**src/rtl/nucl_ascii_serializer.sv**
```systemverilog
// Packed 2-bit nucleotide words -> ASCII byte stream (A/C/G/T) with per-sequence last flag.
// Latency 2 cycles from word accept to first byte; in_ready is registered-full only, outputs hold while stalled.

module nucl_word_fifo #(
  parameter int W     = 32,
  parameter int DEPTH = 4
) (
  input  logic         clk,
  input  logic         reset,
  input  logic         i_push_vld,
  input  logic [W-1:0] i_push_dat,
  output logic         o_push_rdy,
  input  logic         i_pop,
  output logic [W-1:0] o_head_dat,
  output logic         o_empty
);
  localparam int AW = $clog2(DEPTH);
  localparam int CW = AW + 1;
  localparam logic [CW-1:0] FULL_CNT = CW'(DEPTH);

  logic [W-1:0]  r_mem [DEPTH];
  logic [AW-1:0] r_wr_ptr;
  logic [AW-1:0] r_rd_ptr;
  logic [CW-1:0] r_count;
  logic          w_full;
  logic          w_push;
  logic          w_pop;

  assign w_full     = (r_count == FULL_CNT);
  assign o_empty    = (r_count == '0);
  assign o_push_rdy = !w_full;
  assign w_push     = i_push_vld && !w_full;
  assign w_pop      = i_pop && !o_empty;
  assign o_head_dat = r_mem[r_rd_ptr];

  always_ff @(posedge clk) begin
    if (w_push) r_mem[r_wr_ptr] <= i_push_dat;
  end

  always_ff @(posedge clk) begin
    if (reset) begin
      r_wr_ptr <= '0;
      r_rd_ptr <= '0;
      r_count  <= '0;
    end else begin
      if (w_push) r_wr_ptr <= r_wr_ptr + AW'(1);
      if (w_pop)  r_rd_ptr <= r_rd_ptr + AW'(1);
      case ({w_push, w_pop})
        2'b10:   r_count <= r_count + CW'(1);
        2'b01:   r_count <= r_count - CW'(1);
        default: r_count <= r_count;
      endcase
    end
  end
endmodule

module nucl_ascii_serializer #(
  parameter int DEPTH = 4,
  parameter int LEN_W = 16
) (
  input  logic             clk,
  input  logic             reset,
  input  logic             in_valid,
  input  logic [31:0]      in_word,
  output logic             in_ready,
  input  logic [LEN_W-1:0] cfg_len,
  output logic             out_valid,
  output logic [7:0]       out_byte,
  output logic             out_last,
  input  logic             out_ready,
  output logic             busy
);
  typedef enum logic {SH_EMPTY, SH_HOLD} sh_state_t;

  sh_state_t        r_state;
  sh_state_t        w_state_nxt;
  logic [31:0]      r_sh_word;
  logic [3:0]       r_lane;
  logic [LEN_W-1:0] r_site;
  logic [LEN_W-1:0] r_len;
  logic             r_out_valid;
  logic [7:0]       r_out_byte;
  logic             r_out_last;

  logic [31:0]      w_head;
  logic             w_fifo_empty;
  logic             w_out_load;
  logic             w_move;
  logic [1:0]       w_code;
  logic [LEN_W-1:0] w_len;
  logic [LEN_W-1:0] w_site_inc;
  logic             w_hit;
  logic             w_done;
  logic             w_pop;

  function automatic logic [7:0] code2ascii(input logic [1:0] c);
    case (c)
      2'b00:   code2ascii = 8'h41;
      2'b01:   code2ascii = 8'h43;
      2'b10:   code2ascii = 8'h47;
      default: code2ascii = 8'h54;
    endcase
  endfunction

  nucl_word_fifo #(.W(32), .DEPTH(DEPTH)) u_fifo (
    .clk        (clk),
    .reset      (reset),
    .i_push_vld (in_valid),
    .i_push_dat (in_word),
    .o_push_rdy (in_ready),
    .i_pop      (w_pop),
    .o_head_dat (w_head),
    .o_empty    (w_fifo_empty)
  );

  assign w_out_load = !r_out_valid || out_ready;
  assign w_move     = w_out_load && (r_state == SH_HOLD);
  assign w_code     = r_sh_word[{r_lane, 1'b0} +: 2];
  // The length is latched on the first nucleotide so mid-sequence edits wait for the next sequence.
  assign w_len      = (r_site == '0) ? cfg_len : r_len;
  assign w_site_inc = r_site + LEN_W'(1);
  assign w_hit      = (w_len != '0) && (w_site_inc == w_len);
  assign w_done     = w_move && ((r_lane == 4'd15) || w_hit);
  assign w_pop      = ((r_state == SH_EMPTY) || w_done) && !w_fifo_empty;

  always_ff @(posedge clk) begin
    if (reset) r_state <= SH_EMPTY;
    else       r_state <= w_state_nxt;
  end

  always_comb begin
    w_state_nxt = r_state;
    if (w_pop)       w_state_nxt = SH_HOLD;
    else if (w_done) w_state_nxt = SH_EMPTY;
  end

  always_ff @(posedge clk) begin
    if (reset) begin
      r_sh_word   <= '0;
      r_lane      <= '0;
      r_site      <= '0;
      r_len       <= '0;
      r_out_valid <= 1'b0;
      r_out_byte  <= '0;
      r_out_last  <= 1'b0;
    end else begin
      if (w_pop) begin
        r_sh_word <= w_head;
        r_lane    <= '0;
      end else if (w_move) begin
        r_lane <= r_lane + 4'd1;
      end

      if (w_out_load) begin
        r_out_valid <= w_move;
        r_out_last  <= w_move && w_hit;
        if (w_move) r_out_byte <= code2ascii(w_code);
      end

      if (w_move) begin
        r_site <= w_hit ? '0 : w_site_inc;
        if (r_site == '0) r_len <= cfg_len;
      end
    end
  end

  assign out_valid = r_out_valid;
  assign out_byte  = r_out_byte;
  assign out_last  = r_out_last;
  assign busy      = !w_fifo_empty || (r_state == SH_HOLD) || r_out_valid;
endmodule

```
**config.mk**
```make
export PLATFORM = sky130hd
export DESIGN_NAME = nucl_ascii_serializer
export DESIGN_NICKNAME = d
export VERILOG_FILES = /design/src/rtl/nucl_ascii_serializer.sv
export SDC_FILE = /design/constraint.sdc
export NUM_CORES = 1
export LEC_CHECK = 0
export ABC_AREA = 0
export ABC_CLOCK_PERIOD_IN_PS = 5500
export CORE_MARGIN = 5
export CORE_UTILIZATION = 35
export CTS_BUF_LIST = sky130_fd_sc_hd__clkbuf_4 sky130_fd_sc_hd__clkbuf_8
export CTS_CLUSTER_SIZE = 30
export DETAILED_ROUTE_END_ITERATION = 16
export GPL_TIMING_DRIVEN = 1
export PLACE_DENSITY = 0.63
export RECOVER_POWER = 50
export SLEW_MARGIN = 5
export SYNTH_ARGS = -nofsm -noshare
export SYNTH_HDL_FRONTEND = slang
export SYNTH_SLANG_ARGS = --single-unit
```
**constraint.sdc**
```tcl
create_clock -name clk -period 5.5 [get_ports clk]
set_input_delay 0.825 -clock clk [delete_from_list [all_inputs] [get_ports clk]]
set_output_delay 0.825 -clock clk [all_outputs]
set_load 0.005 [all_outputs]
```
==> impl_metrics.py, run 1 <==
metrics = {
    "status": {
        "status": "finished with violations",
        "violations": "capacitance limit, slew limit",
    },
    "setup_path": {
        "arrival_ns": 4.89,
        "crit_type": "reg2reg",
        "r2r_start": "r_site[0]$_SDFFE_PP0P_",
        "reg2reg_to": "u_fifo.r_count[1]$_SDFFE_PP0P_",
        "cp_slowest_stage_delay_ns": 0.74,
        "startpoint_type": "flip-flop",
        "r2r_cells": 15,
        "endpoint_kind": "flip-flop",
        "crit_chain": "inv_1, ha_1, nor4b_1, and4_1, mux2i_1, xnor2_1, o311ai_0, or4_1, buf_4, a31o_2, inv_2, ha_1, fa_1, mux2i_1, nor2_1",
        "cp_data_required_time_ns": 5.74,
        "rrSetupSlack_ns": 0.85,
        "cp_max_fo": 23,
        "crit_slowest_cell": "and4_1",
        "crit_buf_inv": 3,
        "worst_path_dominant_cell_family": "simple AND/OR/NAND/NOR gates",
    },
    "floorplan": {
        "ios": 64,
        "chipHeight_um": 175,
        "core_area_sq_mm": 0.0268,
        "fp.dieArea_sq_mm": 0.0305,
        "floorplan.initialDensity": 0.354,
        "fp-row-count": 60,
        "fp.dieW_um": 175,
    },
    "synthesis": {
        "ys_ff_latch": 211,
        "synth_cell_types": 60,
        "netlist_instances": 732,
        "synth_top_area_cell": "edfxtp_1",
        "netlist.area_leader.share": 0.405,
        "async_flop_share": 0,
        "synth-warning-count": 0,
        "synth_common_cells": "edfxtp_1, dfxtp_1, nand2b_1",
        "synth_area_leaders": "edfxtp_1, dfxtp_1, mux4_2, mux2i_1, nand2b_1",
        "synth_most_common_cell": "edfxtp_1",
        "synthesis.area_sq_mm": 0.00948,
        "seq_area_frac_synth": 0.581,
        "synth_edf_count": 128,
        "ys.flop_type": "edfxtp_1",
        "avgSynthCellArea_sq_um": 13.0,
    },
    "sta": {
        "fin_crit_ns": 4.65,
        "setup_viol": 0,
        "slew_headroom": -2.06,
        "rsz0062_at_grt": "false",
        "slew_violations": 255,
        "setup_slack_ns": 0.850,
        "min_period_over_period": 0.845,
        "tns_ns": 0,
        "final.setup_skew_ns": 0.0326,
        "tightest_slew_ns": 4.59,
        "clock.fmax_ghz": 0.215,
        "hold_viol_final": 0,
    },
    "placement": {
        "port_buffers": 60,
        "gp_congestion": 0.842,
        "dp_hpwl_mm": 11.8,
        "postPlaceCellArea_sq_mm": 0.0103,
        "pre_cts_slack_ns": 0.946,
    },
    "drt": {
        "postRouteAntennaNets": 0,
        "routed_wl_mm": 19.5,
        "wire_per_inst_um": 16.9,
        "drc": 0,
        "vias_per_cell": 5.03,
        "first_iter_violations": 348,
        "num_vias": 5814,
        "dr.pass1.iters": 4,
    },
    "clock_network": {
        "cts_setup_buffers": 0,
        "cts-resized-gates": 0,
        "hold_buffers": 0,
        "clk_path_buf_depth": 3,
        "cts.sinks": 211,
        "clk_pin_slew_ns": 0.06,
        "cts_made_buffers": 37,
        "root_buffer": "clkbuf_8",
        "cts_tree": "yes",
        "insertion_delay_ns": 0.53,
        "htreeDepth": 2,
    },
    "finish": {
        "finalNetCount": 850,
        "fin_area_sq_mm": 0.0111,
        "drive_above_1_share": 0.144,
        "multi_input_comb_area_sq_mm": 0.00363,
        "n_antenna_cell": 0,
        "area_growth_syn_to_layout_pct": 16.7,
        "regArea_sq_mm": 0.00551,
        "fill_cells": 2488,
    },
    "job": {
        "max_cap_viol_count": 5,
    },
    "hold_path": {
        "holdPathStages": 2,
        "hold_path.class": "reg2reg",
        "hold_start": "out_byte[4]$_SDFFE_PP0P_",
        "min_to": "out_byte[4]$_SDFFE_PP0P_",
    },
    "global_route": {
        "grt_max_degree": 123,
        "first_global_vias": 5937,
        "overflow": 0,
        "antenna_found_initial": 0,
        "grt_usage": 0.127,
        "grt_pass1_wl_mm": 31.7,
    },
    "power_and_ir_drop": {
        "ir_drop_uv": 203,
        "leakagePower_uw": 0.00381,
        "total_power_uw": 5090,
        "pwr_density_cell_mw_per_mm2": 460,
    },
}
==> cell type report <==
class                           instances  share of cell area
Clock buffer                           54              0.0598
Timing Repair Buffer                   68              0.0578
Sequential cell                       211               0.498
Inverter                               20             0.00678
Clock inverter                         12              0.0112
Multi-Input combinational cell        449               0.328
Tap cell                              341              0.0386
==> cells by family (layout without fill, tap and decap cells) <==
group / after synthesis / count (layout) / share of synthesized area
buf+inv: 74 / 154 / 0.0370
flops: 211 / 211 / 0.581
mux: 89 / 89 / 0.150
other cells: 1 / 3 / 0.000396
simple gates: 244 / 244 / 0.141
xor+xnor: 28 / 28 / 0.0275
compound gates: 74 / 74 / 0.0483
fa+ha+maj: 11 / 11 / 0.0153
==> placed cells by master (no fill, tap or decap), drive strengths merged, types with 24 or more instances in the layout <==
| master | count |
|---|---|
| edfxtp | 128 |
| mux4 | 42 |
| clkbuf | 59 |
| clkdlybuf4s50 | 26 |
| inv | 24 |
| dfxtp | 83 |
| nor2 | 25 |
| nand2 | 60 |
| nand2b | 67 |
| dlygate4sd3 | 33 |
| mux2i | 44 |
| a21oi | 35 |
==> where the power goes <==
| part | total, uW | switching (uW) | internal, uW |
|---|---|---|---|
| combinational | 1390 | 699 | 692 |
| clock | 1510 | 631 | 877 |
| sequential | 2190 | 209 | 1990 |
| total | 5090 | 1540 | 3550 |
==> worst register-to-register path: stages, from the launching register on <==
cell	delay [ns]
dfxtp_1	0.40
inv_1	0.11
ha_1	0.15
nor4b_1	0.45
and4_1	0.74
mux2i_1	0.31
xnor2_1	0.14
o311ai_0	0.14
or4_1	0.51
buf_4	0.22
a31o_2	0.29
inv_2	0.10
ha_1	0.21
fa_1	0.42
mux2i_1	0.13
nor2_1	0.05
==> routing by layer <==
metal / vias to the layer above / part of all wire / wire length, um / global-route usage
li1: 2818 / - / - / -
met3: 41 / 0.052 / 1020 / 0.0314
met5: - / 0 / 0 / 0
met4: 0 / 0.026 / 504 / 0.0409
met1: 2823 / 0.45 / 8700 / 0.167
met2: 132 / 0.47 / 9250 / 0.209
==> sequential cells by signal, summed over array words and instances (netlist names) <==
| signal | flops |
|---|---|
| u_fifo.r_count | 3 |
| out_valid | 1 |
| r_site | 16 |
| r_len | 16 |
| u_fifo.r_wr_ptr | 2 |
| u_fifo.r_rd_ptr | 2 |
| u_fifo.r_mem | 128 |
| out_last | 1 |
| out_byte | 5 |
| r_state | 1 |
| r_sh_word | 32 |
| r_lane | 4 |
==> per-stage QoR <==
stage                     instances  utilization  hold slack, ns
after floorplan                 734            -           0.444
after global placement         1089        0.384           0.447
after detailed placement       1089        0.384           0.458
after CTS                      1155        0.414           0.466
after global routing           1155        0.413           0.490
final                          1155        0.413           0.458
==> worst max path at each step <==
stage                           startpoint                             end  slack, ns  cells past startpoint
finish              r_site[0]$_SDFFE_PP0P_  u_fifo.r_count[1]$_SDFFE_PP0P_       0.85                     15
global route        r_site[0]$_SDFFE_PP0P_  u_fifo.r_count[1]$_SDFFE_PP0P_       0.43                     15
CTS                 r_site[0]$_SDFFE_PP0P_  u_fifo.r_count[2]$_SDFFE_PP0P_       0.93                     16
detailed placement  r_site[0]$_SDFFE_PP0P_  u_fifo.r_count[2]$_SDFFE_PP0P_       0.95                     16
global placement                cfg_len[2]  u_fifo.r_count[2]$_SDFFE_PP0P_       1.08                     14
floorplan           r_site[0]$_SDFFE_PP0P_  u_fifo.r_count[2]$_SDFFE_PP0P_       1.37                     19
Power figures use the tool's default switching activity.
==> run 2: changes to the inputs <==
Settings changed: ABC_CLOCK_PERIOD_IN_PS 5500 to 4000, PLACE_DENSITY 0.63 to 0.65.
Clock period 5.5 ns to 4 ns, I/O delays scaled along.
==> run 2 against run 1 <==
  * The flow still finishes with violations (capacitance limit, slew limit)
  * Design area increased by 1.4%
  * Clock power grew 33%
  * Die area unchanged
  * Via count rose by 1.5%
  * Worst hold slack lost 0.00051 ns
  * Sequential cell count is the same
  * Global-route usage increased by 0.27 points
  * Register-to-register slack worse by 0.70 ns
  * Cell count up 1.7%
  * Fmax increased by 21%
  * Critical path type unchanged
  * Critical endpoint is now u_fifo.r_count[2]$_SDFFE_PP0P_
==> impl_metrics.py, run 2 (synthesis gave the netlist of run 1 again) <==
metrics = {
    "power_and_ir_drop": {
        "total_power_uw": 7000,
        "combPwrFrac": 0.278,
        "ir_drop_uv": 342,
        "p_seq_frac": 0.435,
        "leakagePower_uw": 0.00392,
        "pwr_density_cell_mw_per_mm2": 623,
        "clockPowerShare": 0.287,
        "switching_share": 0.305,
        "p_switching_uw": 2130,
        "cellInternalPower_uw": 4860,
    },
    "finish": {
        "reg_top3": "u_fifo.r_mem x128, r_sh_word x32",
        "final_common_cell": "edfxtp_1",
        "n_antenna_cell": 0,
        "final_cell_mix": "edfxtp_1, dfxtp_1, nand2b_1",
        "regArea_sq_mm": 0.00551,
        "fill_cells": 2483,
        "regMostFlops": "u_fifo.r_mem",
        "finalNetCount": 868,
        "drive_above_1_share": 0.177,
        "final_util": 0.419,
        "area_growth_syn_to_layout_pct": 18.3,
        "fin_cells": 1175,
        "largest_reg_flops": 128,
        "multi_input_comb_area_sq_mm": 0.00366,
    },
    "sta": {
        "clock.fmax_ghz": 0.260,
        "final.setup_skew_ns": 0.0357,
        "setup_viol": 0,
        "hold_viol_final": 0,
        "tightest_slew_ns": 2.19,
        "tns_ns": 0,
        "fin_crit_ns": 3.85,
        "min_period_over_period": 0.963,
        "slew_violations": 132,
        "slew_headroom": -0.463,
    },
    "drt": {
        "postRouteAntennaNets": 0,
        "first_iter_violations": 298,
        "drc": 0,
        "dr.pass1.iters": 4,
        "routed_wl_mm": 19.8,
        "wire_per_inst_um": 16.9,
        "num_vias": 5901,
        "vias_per_cell": 5.02,
    },
    "setup_path": {
        "rrSetupSlack_ns": 0.15,
        "endpoint_kind": "flip-flop",
        "arrival_ns": 4.29,
        "crit_type": "reg2reg",
        "crit_path_start": "r_site[7]$_SDFFE_PP0P_",
        "startpoint_type": "flip-flop",
        "crit_end": "u_fifo.r_count[2]$_SDFFE_PP0P_",
        "cp_data_required_time_ns": 4.44,
        "reg2reg_to": "u_fifo.r_count[2]$_SDFFE_PP0P_",
        "r2r_cells": 14,
        "cp_max_fo": 10,
        "r2r_start": "r_site[7]$_SDFFE_PP0P_",
    },
    "global_route": {
        "overflow": 0,
        "grt_usage": 0.130,
        "grt_max_degree": 123,
        "first_global_vias": 5987,
        "antenna_found_initial": 0,
        "grt_pass1_wl_mm": 32.1,
    },
    "placement": {
        "gp_congestion": 0.796,
        "port_buffers": 60,
        "dpl.cell_count": 1107,
        "dp_hpwl_mm": 12.4,
    },
    "hold_path": {
        "hold_path.class": "reg2reg",
        "hold_start": "out_byte[4]$_SDFFE_PP0P_",
    },
    "clock_network": {
        "cts_made_buffers": 37,
        "root_buffer": "clkbuf_8",
        "cts.sinks": 211,
        "cts-resized-gates": 1,
        "clk_pin_slew_ns": 0.06,
        "hold_buffers": 0,
        "cts_setup_buffers": 0,
        "insertion_delay_ns": 0.55,
        "htreeDepth": 2,
        "cts_tree": "yes",
        "clk_path_buf_depth": 3,
    },
    "floorplan": {
        "core_area_sq_mm": 0.0268,
        "fp.dieW_um": 175,
        "ios": 64,
        "fp-row-count": 60,
        "floorplan.initialDensity": 0.354,
        "chipHeight_um": 175,
        "fp.dieArea_sq_mm": 0.0305,
    },
    "status": {
        "status": "finished with violations",
        "violations": "capacitance limit, slew limit",
    },
    "job": {
        "max_cap_viol_count": 4,
    },
}
-- run 2: cell count changes in the layout (fill, tap and decap cells not counted), moves of 2 or more --
cell       previous run  this run
and2_0                0         2
and2_1                8         6
buf_4                 4        23
bufinv_16             2         0
clkbuf_4             13        18
clkinv_1              5         1
clkinv_2              1         3
-- run 2: area by class of cell --
class,instances,share of cell area
Clock buffer,59,0.0623
Sequential cell,211,0.491
Inverter,20,0.00669
Tap cell,341,0.0380
Timing Repair Buffer,86,0.0694
Clock inverter,9,0.00613
Multi-Input combinational cell,449,0.327
-- run 2: power by group through the flow --
stage / clock network [uW] / registers (uW) / logic, uW
floorplan: 0 / 2890 / 1620
global placement: 0 / 3080 / 1940
detailed placement: 0 / 3090 / 1960
CTS: 2090 / 3050 / 1970
global route: 2180 / 3110 / 2140
finish: 2010 / 3040 / 1940
-- run 2: routing by layer --
layer	up-vias	share of wire	track usage
li1	2856	-	-
met1	2895	0.43	0.164
met2	121	0.50	0.223
met3	29	0.051	0.0314
met4	0	0.017	0.0386
met5	-	0	0
-- run 2: worst min-delay path by stage --
stage                                to  slack (ns)  cells after the start
6_report       out_byte[4]$_SDFFE_PP0P_        0.46                      2
5_1_grt        out_byte[4]$_SDFFE_PP0P_        0.49                      2
4_1_cts        out_byte[4]$_SDFFE_PP0P_        0.46                      2
3_5_place_dp   out_byte[4]$_SDFFE_PP0P_        0.45                      2
3_3_place_gp   out_byte[6]$_SDFFE_PP0P_        0.45                      2
2_1_floorplan    r_len[11]$_SDFFE_PP0P_        0.44                      2
-- run 2: worst max-delay path: stages (launching register included) --
cell     delay [ns]
dfxtp_1        0.42
nor4_1         0.51
and4_4         0.42
buf_4          0.17
mux2i_1        0.24
xnor2_1        0.15
nand4_1        0.13
or4_4          0.47
a31o_2         0.28
inv_2          0.06
ha_2           0.19
fa_1           0.18
xnor2_1        0.07
or3_1          0.31
a21oi_1        0.14
-- run 2: per-stage QoR --
step / cell area [sq um] / worst slack (ns) / hold WS [ns]
after floorplan: 9490 / 0.00173 / 0.444
after global placement: 10400 / 0.0744 / 0.452
after detailed placement: 10400 / 0.0208 / 0.455
after CTS: 11200 / 0.0580 / 0.462
after global routing: 11200 / -0.0303 / 0.490
final: 11200 / 0.150 / 0.458
==> run 3: changes to the inputs <==
Settings changed: SYNTH_HIERARCHICAL set to 1.
==> run 3 against run 2 <==
  * The run now ends clean
  * Synthesized area up 6.6%
  * Global-route usage is essentially flat
  * Sequential power about the same
  * Wire length grew 10%
  * Clock skew fell by 0.0052 ns
  * Power is 5.4% higher
  * Combinational power grew 23%
  * Fmax is 1.5% higher
  * Sequential cell count is 2 higher
  * Synthesized cell count grew 14%
==> impl_metrics.py, run 3 <==
metrics = {
    "status": {
        "status": "complete, no violations",
    },
    "synthesis": {
        "synth_top_area_cell": "edfxtp_1",
        "ys.flop_type": "edfxtp_1",
        "synth-warning-count": 6,
        "synth_area_leaders": "edfxtp_1, dfxtp_1, mux4_2, nand2_1, nor4b_1",
        "synthesis.area_sq_mm": 0.0101,
        "synth_most_common_cell": "edfxtp_1",
        "netlist_instances": 835,
        "avgSynthCellArea_sq_um": 12.1,
        "ys_ff_latch": 213,
        "synth_common_cells": "edfxtp_1, nand2_1, dfxtp_1",
        "synth_cell_types": 56,
        "async_flop_share": 0,
        "netlist.area_leader.share": 0.380,
        "seq_area_frac_synth": 0.549,
        "synth_edf_count": 128,
    },
    "floorplan": {
        "fp.dieW_um": 180,
        "chipHeight_um": 180,
        "fp-row-count": 62,
        "core_area_sq_mm": 0.0286,
        "floorplan.initialDensity": 0.353,
        "ios": 64,
        "fp.dieArea_sq_mm": 0.0324,
    },
    "sta": {
        "hold_viol_final": 0,
        "slew_headroom": 0.320,
        "min_period_over_period": 0.948,
        "final.setup_skew_ns": 0.0305,
        "setup_viol": 0,
        "tightest_slew_ns": 1.02,
        "fin_crit_ns": 3.79,
        "clock.fmax_ghz": 0.264,
        "slew_violations": 0,
        "setup_slack_ns": 0.207,
    },
    "setup_path": {
        "worst_path_dominant_cell_family": "simple AND/OR/NAND/NOR gates",
        "crit_buf_inv": 6,
        "r2r_cells": 20,
        "crit_type": "reg2reg",
        "crit_chain": "inv_1, ha_1, nor4b_4, nand4_1, buf_6, buf_12, mux2i_4, xnor2_2, nand4_1, nor4_4, o21bai_1, inv_1, o31ai_2, inv_1, ha_2, inv_1, fa_1, xor2_1, or3_1, a21oi_2",
        "startpoint_type": "flip-flop",
        "endpoint_kind": "flip-flop",
        "crit_path_frequent_cell": "inv_1",
        "cp_max_fo": 5,
        "cp_slowest_stage_delay_ns": 0.39,
        "reg2reg_to": "u_fifo/r_count[2]$_SDFFE_PP0P_",
        "r2r_start": "r_site[1]$_SDFFE_PP0P_",
        "rrSetupSlack_ns": 0.21,
        "arrival_ns": 4.25,
        "cp_data_required_time_ns": 4.46,
        "crit_slowest_cell": "dfxtp_2",
    },
    "clock_network": {
        "cts_made_buffers": 36,
        "insertion_delay_ns": 0.53,
        "root_buffer": "clkbuf_8",
        "clk_path_buf_depth": 3,
        "htreeDepth": 2,
        "cts_tree": "yes",
        "cts.sinks": 213,
        "clk_pin_slew_ns": 0.06,
    },
    "global_route": {
        "grt_use_met1": 0.165,
        "grt_usage": 0.130,
        "use_met2": 0.215,
        "overflow": 0,
        "grt_max_degree": 101,
        "met3_usage": 0.0299,
        "grt_pass1_wl_mm": 34.9,
        "antenna_found_initial": 1,
        "grt-busiest-layer": "met2",
        "first_global_vias": 6640,
    },
    "drt": {
        "postRouteAntennaNets": 0,
        "vias_per_cell": 5.23,
        "routed_wl_mm": 21.9,
        "drc": 0,
        "num_vias": 6824,
        "dr.pass1.iters": 5,
        "wire_per_inst_um": 16.8,
        "first_iter_violations": 492,
    },
    "hold_path": {
        "hold_path.class": "in2reg",
        "holdPathStages": 2,
        "hold_start": "reset",
        "min_to": "u_fifo/r_count[0]$_SDFFE_PP0P_",
    },
    "finish": {
        "drive_above_1_share": 0.184,
        "reg_top3": "u_fifo/r_mem x128, r_sh_word x32",
        "area_growth_syn_to_layout_pct": 18.9,
        "fill_cells": 2651,
        "regMostFlops": "u_fifo/r_mem",
        "fin_area_sq_mm": 0.0120,
        "largest_reg_flops": 128,
        "final_cell_mix": "edfxtp_1, nand2_1, dfxtp_1",
        "finalNetCount": 956,
        "final_util": 0.420,
        "final_common_cell": "edfxtp_1",
    },
    "placement": {
        "pre_cts_slack_ns": 0.123,
        "postPlaceCellArea_sq_mm": 0.0110,
        "gp_congestion": 0.852,
        "dp_hpwl_mm": 13.5,
        "port_buffers": 60,
    },
    "job": {
        "max_cap_viol_count": 0,
    },
    "power_and_ir_drop": {
        "pwr_density_cell_mw_per_mm2": 613,
        "leakagePower_uw": 0.00412,
        "ir_drop_uv": 295,
    },
}
run 3: cell types whose count changed after synthesis, moves of 12 or more:
| cell | previous run | this run |
|---|---|---|
| mux2i_1 | 44 | 15 |
| a211o_1 | 1 | 32 |
| nand2b_1 | 67 | 4 |
| nor3b_1 | 0 | 36 |
| nand2_1 | 60 | 118 |
| nor4b_1 | 3 | 37 |
| o21ai_0 | 11 | 38 |
| buf_2 | 4 | 16 |
run 3: power by group:
part           internal [uW]  switching, uW  total [uW]  leakage, uW
Sequential              2720            289        3010      0.00187
Clock                   1090            881        1970     0.000392
Combinational           1180           1220        2390      0.00186
Total                   4980           2390        7370      0.00412
run 3: kinds of logic after synthesis:
group | Yosys count | synth area share
simple gates | 304 | 0.173
flops | 213 | 0.549
compound gates | 121 | 0.0761
buf+inv | 90 | 0.0454
mux | 58 | 0.110
xor+xnor | 37 | 0.0321
fa+ha+maj | 11 | 0.0144
other cells | 1 | 0.000371
run 3: what timing repair did:
action / in CTS / in global routing
endpoints found under the setup margin: 0 / 1
gates resized for setup: 0 / 34
hold buffers: 0 / 0
setup buffers: 0 / 5
run 3: per-layer routing:
metal	routed length, um	up-vias
met5	0	-
met4	707	0
met3	1140	49
met2	10500	177
met1	9500	3354
li1	-	3244
run 3: worst max path at each step:
stage                                start                        endpoint  slack, ns  cells after the start
CTS                 r_site[4]$_SDFFE_PP0P_  u_fifo/r_count[2]$_SDFFE_PP0P_       0.11                     16
global route        r_site[1]$_SDFFE_PP0P_  u_fifo/r_count[2]$_SDFFE_PP0P_      -0.04                     18
global placement    r_site[4]$_SDFFE_PP0P_  u_fifo/r_count[2]$_SDFFE_PP0P_       0.18                     16
finish              r_site[1]$_SDFFE_PP0P_  u_fifo/r_count[2]$_SDFFE_PP0P_       0.21                     20
detailed placement  r_site[5]$_SDFFE_PP0P_  u_fifo/r_count[2]$_SDFFE_PP0P_       0.12                     16
floorplan           r_site[0]$_SDFFE_PP0P_  u_fifo/r_count[2]$_SDFFE_PP0P_       0.09                     22
run 3: through the flow:
| stage | cells | setup TNS, ns | hold WS (ns) | power [uW] |
|---|---|---|---|---|
| after floorplan | 837 | 0 | 0.449 | 4670 |
| after global placement | 1232 | 0 | 0.452 | 5230 |
| after detailed placement | 1232 | 0 | 0.458 | 5290 |
| after CTS | 1297 | 0 | 0.274 | 7290 |
| after global routing | 1305 | -0.0380 | 0.295 | 7820 |
| final | 1305 | 0 | 0.310 | 7370 |
run 3: layout make-up:
class	count	area, sq um	area share
Multi-Input combinational cell	534	4280	0.356
Sequential cell	213	5560	0.463
Timing Repair Buffer	94	903	0.0752
Clock inverter	16	111	0.00927
Tap cell	384	480	0.0400
Inverter	14	52.6	0.00437
Antenna cell	1	2.50	0.000208
Clock buffer	49	624	0.0520
